### src/rtl/syn_gpu_pkg.sv
// Shared mulberry-bus types for the GPU-side agents: MID encoding, data width
// and the divide-agent FSM state type.
package syn_gpu_pkg;

   typedef logic [3:0] mid_t;

   localparam mid_t MID_IDLE = 4'd0;
   localparam int   P_16B_W  = 16;

   typedef enum logic [1:0] {
      DIV_AGT_IDLE,
      DIV_AGT_ISSUE,
      DIV_AGT_WAIT_RSP,
      DIV_AGT_DONE
   } div_agent_state_t;

   // Request payload layout: dividend in the upper half, divisor in the lower half.
   function automatic logic [2*P_16B_W-1:0] pack_div_req(input logic [P_16B_W-1:0] dividend,
                                                         input logic [P_16B_W-1:0] divisor);
      return {dividend, divisor};
   endfunction

endpackage

### src/rtl/syn_gpu_div_agent.sv
// Initiator end of the mulberry-bus divide channel: one outstanding 16b/16b job, timeout-guarded.
// Define SYN_GPU_DIV_ZERO_BYPASS_EN to answer divide-by-zero locally instead of issuing it on the bus.
module syn_gpu_div_agent
   import syn_gpu_pkg::*;
#(
   parameter mid_t P_MID     = mid_t'(MID_IDLE + 4'd1),  // must differ from MID_IDLE
   parameter int   P_TIMEOUT = 64
) (
   input  logic                 clk_ir,
   input  logic                 rst_sync,
   input  logic                 req_valid,
   output logic                 req_ready,
   input  logic [P_16B_W-1:0]   req_dividend,
   input  logic [P_16B_W-1:0]   req_divisor,
   output logic                 rsp_valid,
   input  logic                 rsp_ready,
   output logic [P_16B_W-1:0]   rsp_quotient,
   output logic [P_16B_W-1:0]   rsp_remainder,
   output logic                 rsp_err,
   output mid_t                 div_req_mid,
   output logic [2*P_16B_W-1:0] div_req_data,
   input  logic                 div_busy,
   input  mid_t                 div_rsp_mid,
   input  logic [2*P_16B_W-1:0] div_rsp_data
);

   localparam int               CNT_W    = (P_TIMEOUT > 1) ? $clog2(P_TIMEOUT) : 1;
   localparam logic [CNT_W-1:0] CNT_LAST = CNT_W'(P_TIMEOUT - 1);

   function automatic logic [CNT_W-1:0] sat_inc(input logic [CNT_W-1:0] v);
      return (v == '1) ? v : v + 1'b1;
   endfunction

   div_agent_state_t     state_q, state_d;
   logic [CNT_W-1:0]     cnt_q, cnt_d;
   logic [P_16B_W-1:0]   dividend_q, dividend_d;
   logic [P_16B_W-1:0]   divisor_q, divisor_d;
   mid_t                 req_mid_q, req_mid_d;
   logic [2*P_16B_W-1:0] req_data_q, req_data_d;
   logic [P_16B_W-1:0]   quot_q, quot_d;
   logic [P_16B_W-1:0]   rem_q, rem_d;
   logic                 err_q, err_d;

   // Handshake flags are masked while reset is held so the client never sees a half-reset agent.
   assign req_ready     = (state_q == DIV_AGT_IDLE) && !rst_sync;
   assign rsp_valid     = (state_q == DIV_AGT_DONE) && !rst_sync;
   assign rsp_quotient  = quot_q;
   assign rsp_remainder = rem_q;
   assign rsp_err       = err_q;
   assign div_req_mid   = req_mid_q;
   assign div_req_data  = req_data_q;

   always_comb begin
      state_d    = state_q;
      cnt_d      = cnt_q;
      dividend_d = dividend_q;
      divisor_d  = divisor_q;
      req_mid_d  = MID_IDLE;
      req_data_d = '0;
      quot_d     = quot_q;
      rem_d      = rem_q;
      err_d      = err_q;

      case (state_q)
         DIV_AGT_IDLE: begin
            if (req_valid) begin
               dividend_d = req_dividend;
               divisor_d  = req_divisor;
               state_d    = DIV_AGT_ISSUE;
            end
         end
         DIV_AGT_ISSUE: begin
`ifdef SYN_GPU_DIV_ZERO_BYPASS_EN
            if (divisor_q == '0) begin
               quot_d  = '1;
               rem_d   = dividend_q;
               err_d   = 1'b1;
               state_d = DIV_AGT_DONE;
            end else
`endif
            if (!div_busy) begin
               req_mid_d  = P_MID;
               req_data_d = pack_div_req(dividend_q, divisor_q);
               cnt_d      = '0;
               state_d    = DIV_AGT_WAIT_RSP;
            end
         end
         DIV_AGT_WAIT_RSP: begin
            cnt_d = sat_inc(cnt_q);
            // A matching response wins over a timeout landing in the same cycle.
            if (div_rsp_mid == P_MID) begin
               quot_d  = div_rsp_data[2*P_16B_W-1:P_16B_W];
               rem_d   = div_rsp_data[P_16B_W-1:0];
               err_d   = 1'b0;
               state_d = DIV_AGT_DONE;
            end else if (cnt_q == CNT_LAST) begin
               quot_d  = '1;
               rem_d   = '1;
               err_d   = 1'b1;
               state_d = DIV_AGT_DONE;
            end
         end
         DIV_AGT_DONE: begin
            if (rsp_ready) begin
               state_d = DIV_AGT_IDLE;
            end
         end
         default: state_d = DIV_AGT_IDLE;
      endcase
   end

   always_ff @(posedge clk_ir) begin
      if (rst_sync) begin
         state_q    <= DIV_AGT_IDLE;
         cnt_q      <= '0;
         req_mid_q  <= MID_IDLE;
         req_data_q <= '0;
         quot_q     <= '0;
         rem_q      <= '0;
         err_q      <= 1'b0;
      end else begin
         state_q    <= state_d;
         cnt_q      <= cnt_d;
         req_mid_q  <= req_mid_d;
         req_data_q <= req_data_d;
         quot_q     <= quot_d;
         rem_q      <= rem_d;
         err_q      <= err_d;
      end
   end

   // Job operands are only consumed after a fresh accept, so they need no reset.
   always_ff @(posedge clk_ir) begin
      dividend_q <= dividend_d;
      divisor_q  <= divisor_d;
   end

endmodule

### config.mk
export PLATFORM = sky130hd
export DESIGN_NAME = syn_gpu_div_agent
export DESIGN_NICKNAME = d
export VERILOG_FILES = /design/src/rtl/syn_gpu_pkg.sv /design/src/rtl/syn_gpu_div_agent.sv
export SDC_FILE = /design/constraint.sdc
export NUM_CORES = 1
export LEC_CHECK = 0
export ABC_AREA = 1
export CAP_MARGIN = 20
export CORE_MARGIN = 1
export CORE_UTILIZATION = 40
export DETAILED_ROUTE_END_ITERATION = 12
export PLACE_DENSITY = 0.78
export SYNTH_ARGS = -nofsm -noshare
export SYNTH_HDL_FRONTEND = slang
export SYNTH_SLANG_ARGS = --single-unit
### constraint.sdc
create_clock -name clk_ir -period 5.09 [get_ports clk_ir]
set_input_delay 1.018 -clock clk_ir [delete_from_list [all_inputs] [get_ports clk_ir]]
set_output_delay 1.018 -clock clk_ir [all_outputs]
set_load 0.03 [all_outputs]
# After elaboration in Yosys (flattened, before gate mapping)
# Index checks and enable logic that the tools add are counted.
# Widths: inputs -> output; s select.
# word_totals
reg_bits	109
in_bits	73
output_inout_bits	71
wordCells	48
# op_classes
n_addsub	1
eq_ne	10
mux	15
bitwise	1
n_reduce_logical	12
# ops
operator	n
$mux 16	3
$mux 6	2
$pmux 6 s2	1
$mux 2	5
$ne 2x2->1 const B	4
$pmux 2 s4	1
$add 6x1->6 const B	1
$eq 6x6->1 const B	1
$eq 2x2->1 const B	2
$eq 4x1->1 const B	1
$reduce_and 2->1	2
$reduce_and 4->1	1
$reduce_bool 2->1	2
$mux 1	3
$ne 3x3->1 const B	1
$reduce_and 3->1	1
$reduce_or 3->1	1
$eq 2x1->1 const B	1
$logic_and 1x1->1	2
$logic_not 2->1	1
$reduce_or 2->1	1
$logic_not 1->1	1
$not 1->1	1

# Logic depth before layout (Yosys ltp)
# Gate-level depths: netlist of run 1.
# logic_depth
word_depth	4
ltp_mapped	9

# Worst setup path after synthesis of run 1
# Ideal clock, no wire load.
# synth_path
kind	input port to output port
startpoint	input rst_sync
endpoint	output req_ready
arrival_ps	1587
required_ps	4072
setup_slack_ps	2485
stages	2
n_path_buf	1
path_cell_list	buf_2 nor2_1
# synth_between
elab_chain_len	2
# synth_rtl
item	line_no	text
start: declaration	syn_gpu_div_agent.sv:10	input logic rst_sync,
$logic_not 1->1	syn_gpu_div_agent.sv:45	assign req_ready = (state_q == DIV_AGT_IDLE) && !rst_sync;
$logic_and 1x1->1	syn_gpu_div_agent.sv:45	
end: declaration	syn_gpu_div_agent.sv:12	output logic req_ready,
# No other way between the ends.

# Final worst setup path of run 1
# Same ends and word-level chain as after synthesis.

==> summary.md, run 1 <==
| Metric | Value |
|---|---|
| Run status | complete, but fails checks |
| Violations in the final reports | design-rule violations |
| Clock period minus worst slack | 3.449 ns |
| Power spent charging and discharging nets | 568.0 µW |
| Cells taking the most area after synthesis | dfxtp_1 40%, edfxtp_1 26%, nor2_1 11%, inv_1 5.1%, o21ai_0 4.2% |
| Unique masters post-synth | 25 |
| Maximum resistive drop on vdd | 163.1 µV |
| Vias in the first global route | 2,725 |
| Cell types with the highest counts after synthesis | 111 x nor2_1, 74 x dfxtp_1, 50 x inv_1 |
| HP Class | reg -> reg |
| Resized Gates After CTS | 0 |
| Post-Synth Adder-Cell Area | 2.042% |
| Synthesized-area fraction occupied by ao, oa, aoi and oai cells | 6.093% |
| Synthesis-to-layout area growth | 44.32% |
| Final design instance area without fill | 5305 µm² |
| Top-level port count | 144 |
| Wire length of the first global-routing pass | 12,880 µm |
| Data arrival, critical path | 2.43 ns |
| Standard-cell row count | 34 |
| Critical path class | in -> out |
| GP Congestion | 0.7550 |
| Initial detailed-routing violation count | 87 |
| Fraction of the mapped netlist area in simple logic gates | 16.85% |
| Sw Ratio | 29.94% |
| Critical Path Sink Type | output port |
| Combinational family with the most area after synthesis | simple AND/OR/NAND/NOR gates |
| Starting density of the core | 41.74% |
| Per-instance average area after synthesis | 9.803 µm² |
| Post-route ant nets | 0 |
| Req. time, crit path | 4.07 ns |
| Part of the total power dissipated in the clock network | 26.2% |
| Final #Nets | 591 |
| Count leader, synth | nor2_1 |
| Leading area contributor after synthesis | dfxtp_1 |
| Total of flip-flops plus latches after synthesis | 106 |
| Ratio of routed vias to standard cells | 4.442 |
| Pin slew with the least headroom to its limit | 0.9104 ns |
| Share of the synthesized area in the top cell type | 40.30% |
| Final Hold Fails | 0 |
| Core region area | 8806 µm² |
| Relative contribution of sequential cells to total power | 53.3% |
| Combinational Power Share | 20.5% |
| Worst-case headroom to the max-slew limit | 39.24% |
| Post-synthesis async set-or-reset flop share | 0% |
| Sequential fraction of the synthesis area | 66.44% |
| Clock Skews | 0.01132 ns |
| Number of buffers inserted during clock tree synthesis | 9 |
| Max Slew Vio Count | 0 |
| Global Route Usage Sum | 16.91% |
| Setup_tns | 0 ns |
| Height of the chip | 97.87 µm |
| Fraction of layout instances using a drive strength above 1 | 4.836% |
| Die X | 97.87 µm |
| Kind of start point of the critical path | input port |
| Part of the cycle the worst path needs | 67.76% |
| Port Buf Inserts | 140 |
| Worst slack after detailed placement | 1.655 ns |
| First drt pass iteration count | 9 |
| Synthesized-area fraction occupied by xor and xnor cells | 0.2383% |
| Total Wirelength | 7729 µm |
| Post-synthesis cell count | 375 |
| Minimum setup slack in the final design | 1.641 ns |
| Clock sinks | 106 |
| Total standard cell area after synthesis | 3676 µm² |
| Final Setup Violations | 0 |
| Deepest clock path buffer count | 2 |
| TritonCTS clock tree | built |
| Antenna fix cells | 0 |
| Floorplan die area | 9578 µm² |
| Cell at the root of the clock tree | clkbuf_8 |
| Maximum frequency from static timing analysis | 290.0 MHz |
| RSZ-0062 raised after global routing | false |
| Maximum fanout along the worst path | 8 |
| Remaining global-route overflow | 0 |
| DR DRC count | 13 |
| Fill cell count | 757 |
| Antenna violations before repair | 0 |
| Detailed Place HPWL | 5466 µm |
| Fraction of synthesized area in multiplexers | 0% |
| # H-tree levels | 3 |
| Clock-pin slew of the registers on the worst-case setup and hold paths | 0.10 ns |
| Number of enable-type register cells in the synthesized netlist | 32 |
| Max capacitance violation total | 0 |
| Internal portion of total power | 1329 µW |
| Total chip power | 1897 µW |
| Number of warnings reported in the yosys synthesis log | 0 |
| Final core area utilization | 60.24% |
| Clock insertion delay at the later pin of the skew report | 0.36 ns |
| Total setup buffers inserted after CTS | 0 |
| Maximum number of pins on one net before global-route repair | 38 |
| DR vias | 2,776 |
| Top FF cell, synth | dfxtp_1 |
| Placed inst area | 5116 µm² |
| Leak Pwr | 0.002130 µW |
| Hold-fix buffers, CTS | 0 |
| P per Cell Area | 357.6 nW/µm² |
| Routed length per instance | 12.37 µm |
==> final timing paths <==
path,from,to,slack (ns),cells past startpoint
worst max register to register,state_q[0]$_SDFFE_PP0P_,rsp_quotient[11]$_SDFFE_PP0P_,2.82,6
worst min register to register,rsp_err$_SDFFE_PP0P_,rsp_err$_SDFFE_PP0P_,0.47,2
worst max-delay path,rst_sync,req_ready,1.64,3
worst min-delay path,rsp_err$_SDFFE_PP0P_,rsp_err$_SDFFE_PP0P_,0.47,2
==> cells in the final DEF, fill, tap and decap left out, drive strengths merged <==
| master | instances |
|---|---|
| buf | 1 |
| clkdlybuf4s50 | 140 |
| dfxtp | 74 |
| nor3 | 1 |
| a21oi | 9 |
| edfxtp | 32 |
| clkbuf | 9 |
| o21ai | 35 |
| clkinv | 2 |
| nand4 | 4 |
| xor2 | 1 |
| nand3 | 7 |
| conb | 3 |
| inv | 56 |
| nor2 | 112 |
| nand2 | 25 |
| ha | 6 |
==> through the flow <==
step / hold WS, ns / instances
global route: 0.4918 / 625
finish: 0.4679 / 625
global placement: 0.4420 / 609
floorplan: 0.4393 / 377
detailed placement: 0.4500 / 609
CTS: 0.4766 / 625
==> sequential cells by signal, summed over array words and instances (netlist names) <==
register       flops
cnt_q              6
div_req_data      32
div_req_mid        1
dividend_q        16
divisor_q         16
rsp_err            1
rsp_quotient      16
rsp_remainder     16
state_q            2
==> layer usage <==
metal	vias up	GRT usage (%)	share of wire, %
met3	6	6.586	11
met4	0	5.944	0.80
met1	1219	21.61	45
met5	-	0	0
li1	1429	-	-
met2	122	26.06	43
==> area by class of cell <==
type	instances	area, µm²	share of cell area (%)
Clock buffer	9	123.9	2.335
Clock inverter	7	65.06	1.226
Inverter	51	191.4	3.608
Multi-Input combinational cell	203	938.4	17.69
Sequential cell	106	2442	46.04
Tap cell	108	135.1	2.547
Timing Repair Buffer	141	1409	26.56
==> worst max-delay path, stage by stage <==
cell and delay [ns]:
clkdlybuf4s50_1 0.54, nor2_1 0.18, clkdlybuf4s50_1 0.70
==> power groups by stage <==
stage               sequential (µW)  clock (µW)  combinational, µW
floorplan                      1090           0                179
global placement               1030           0                380
detailed placement             1030           0                391
CTS                            1010         517                393
global route                   1020         551                433
finish                         1010         496                389
==> cell families after synthesis <==
| group | after synthesis |
|---|---|
| flip-flops | 106 |
| AO/OA/AOI/OAI | 44 |
| AND/OR/NAND/NOR | 149 |
| buffers and inverters | 68 |
| adder cells (fa/ha/maj) | 6 |
| other | 1 |
| XOR/XNOR | 1 |
(Power assumes the default switching activity.)
==> inputs of run 2 (changes only) <==
==> constraint.sdc (replaced) <==
create_clock -name clk_ir -period 3.2 [get_ports clk_ir]
set_input_delay 0.64 -clock clk_ir [delete_from_list [all_inputs] [get_ports clk_ir]]
set_output_delay 0.64 -clock clk_ir [all_outputs]
set_load 0.03 [all_outputs]
==> summary.md, run 2 (synthesis results as in run 1) <==
| Metric | Value |
|---|---|
| Run status | complete, but fails checks |
| Violations in the final reports | design-rule violations |
| Critical path class | in -> out |
| Total setup buffers inserted after CTS | 0 |
| First drt pass iteration count | 9 |
| Die X | 97.87 µm |
| Cell at the root of the clock tree | clkbuf_8 |
| Vias in the first global route | 2,664 |
| Worst-case headroom to the max-slew limit | 59.43% |
| Number of buffers inserted during clock tree synthesis | 9 |
| Leak Pwr | 0.002130 µW |
| Max capacitance violation total | 0 |
| Ratio of routed vias to standard cells | 4.465 |
| Total Wirelength | 7687 µm |
| Final #Nets | 592 |
| RSZ-0062 raised after global routing | false |
| Antenna fix cells | 0 |
| Antenna violations before repair | 0 |
| Leading cell type in the layout, fill and taps excluded | clkdlybuf4s50_1 |
| Clock sinks | 106 |
| Number of flip-flops in the largest register | 32 |
| Maximum number of pins on one net before global-route repair | 38 |
| Starting density of the core | 41.74% |
| Req. time, crit path | 2.56 ns |
| Fill cell count | 739 |
| Data arrival, critical path | 2.06 ns |
| Maximum resistive drop on vdd | 212.6 µV |
| Startpoint of the tightest hold check path | rsp_err$_SDFFE_PP0P_ |
| Height of the chip | 97.87 µm |
| R2r worst-path depth | 6 |
| GP Congestion | 0.7855 |
| Global Route Usage Sum | 16.49% |
| Standard-cell row count | 34 |
| Worst slack after detailed placement | 0.5296 ns |
| Clock Skews | 0.008922 ns |
| P per Cell Area | 567.2 nW/µm² |
| Maximum fanout along the worst path | 8 |
| Top-level port count | 144 |
| Max Slew Vio Count | 0 |
| Final Hold Fails | 0 |
| Clock period minus worst slack | 2.697 ns |
| DR vias | 2,795 |
| Hold path depth | 2 |
| Routed length per instance | 12.28 µm |
| # H-tree levels | 3 |
| Wire length of the first global-routing pass | 12,540 µm |
| Kind of start point of the critical path | input port |
| DR DRC count | 13 |
| Hold-fix buffers, CTS | 0 |
| Maximum frequency from static timing analysis | 370.7 MHz |
| Minimum setup slack in the final design | 0.5025 ns |
| Post-route ant nets | 0 |
| Critical Path Sink Type | output port |
| Fraction of layout instances using a drive strength above 1 | 5.019% |
| Part of the cycle the worst path needs | 84.30% |
| Floorplan die area | 9578 µm² |
| Core region area | 8806 µm² |
| Destination of the worst hold path | rsp_err$_SDFFE_PP0P_ |
| Detailed Place HPWL | 5493 µm |
| Final Setup Violations | 0 |
| TritonCTS clock tree | built |
| HP Class | reg -> reg |
| Pin slew with the least headroom to its limit | 0.6078 ns |
| Slack of the worst reg-to-reg path | 0.93 ns |
| Most frequent cells in the layout | 140 x clkdlybuf4s50_1, 111 x nor2_1, 74 x dfxtp_1 |
| Startpoint of the most critical register-to-register path | state_q[0]$_SDFFE_PP0P_ |
| Clock-pin slew of the registers on the worst-case setup and hold paths | 0.10 ns |
| Setup_tns | 0 ns |
| Final core area utilization | 60.39% |
| Remaining global-route overflow | 0 |
| Initial detailed-routing violation count | 168 |
| Resized Gates After CTS | 0 |
| Endpoint of the lowest-slack register-to-register path | rsp_quotient[10]$_SDFFE_PP0P_ |
| Clock insertion delay at the later pin of the skew report | 0.35 ns |
| Deepest clock path buffer count | 2 |
| Port Buf Inserts | 140 |
| Synthesis-to-layout area growth | 44.66% |
==> run 2: cell count changes in the layout (fill, tap and decap cells not counted), sizes merged <==
cell,delta
buf,+1
clkinv,+1
inv,-2
clkinvlp,+1
==> run 2: critical path, cell delays in order <==
cell and delay, ns:
clkdlybuf4s50_1 0.55, nor2_1 0.17, clkdlybuf4s50_1 0.69
==> run 2: layout make-up <==
class	count	area (µm²)	share of cell area, %
Clock buffer	9	123.9	2.329
Clock inverter	7	70.07	1.318
Multi-Input combinational cell	203	938.4	17.65
Inverter	51	191.4	3.600
Sequential cell	106	2442	45.93
Tap cell	108	135.1	2.541
Timing Repair Buffer	142	1416	26.64
==> run 2: metrics by stage <==
| step | hold WS [ns] | power, µW | area, µm² | cells |
|---|---|---|---|---|
| CTS | 0.4738 | 3052 | 5318 | 626 |
| finish | 0.4670 | 3016 | 5318 | 626 |
| global route | 0.4955 | 3189 | 5318 | 626 |
| global placement | 0.4425 | 2240 | 5124 | 610 |
| detailed placement | 0.4526 | 2266 | 5124 | 610 |
| floorplan | 0.4393 | 2011 | 3684 | 377 |
==> run 2: how the worst max path moves through the flow <==
stage	startpoint	to	slack (ns)	depth (start not counted)
floorplan	rst_sync	req_ready	1.35	2
global placement	rst_sync	req_ready	0.56	3
detailed placement	rst_sync	req_ready	0.53	3
CTS	rst_sync	req_ready	0.53	3
global route	rst_sync	req_ready	0.45	3
finish	rst_sync	req_ready	0.50	3
==> run 2: layer usage <==
metal | global-route usage [%] | routed length, µm | part of all wire, %
met5 | 0 | 0 | 0
met1 | 20.66 | 3374 | 44
met4 | 5.594 | 96 | 1.2
met3 | 6.013 | 850 | 11
met2 | 26.33 | 3366 | 44
==> run 2: where the power goes <==
| group | switching, µW | internal, µW |
|---|---|---|
| combinational | 370 | 251 |
| sequential | 52.4 | 1560 |
| clock | 480 | 304 |
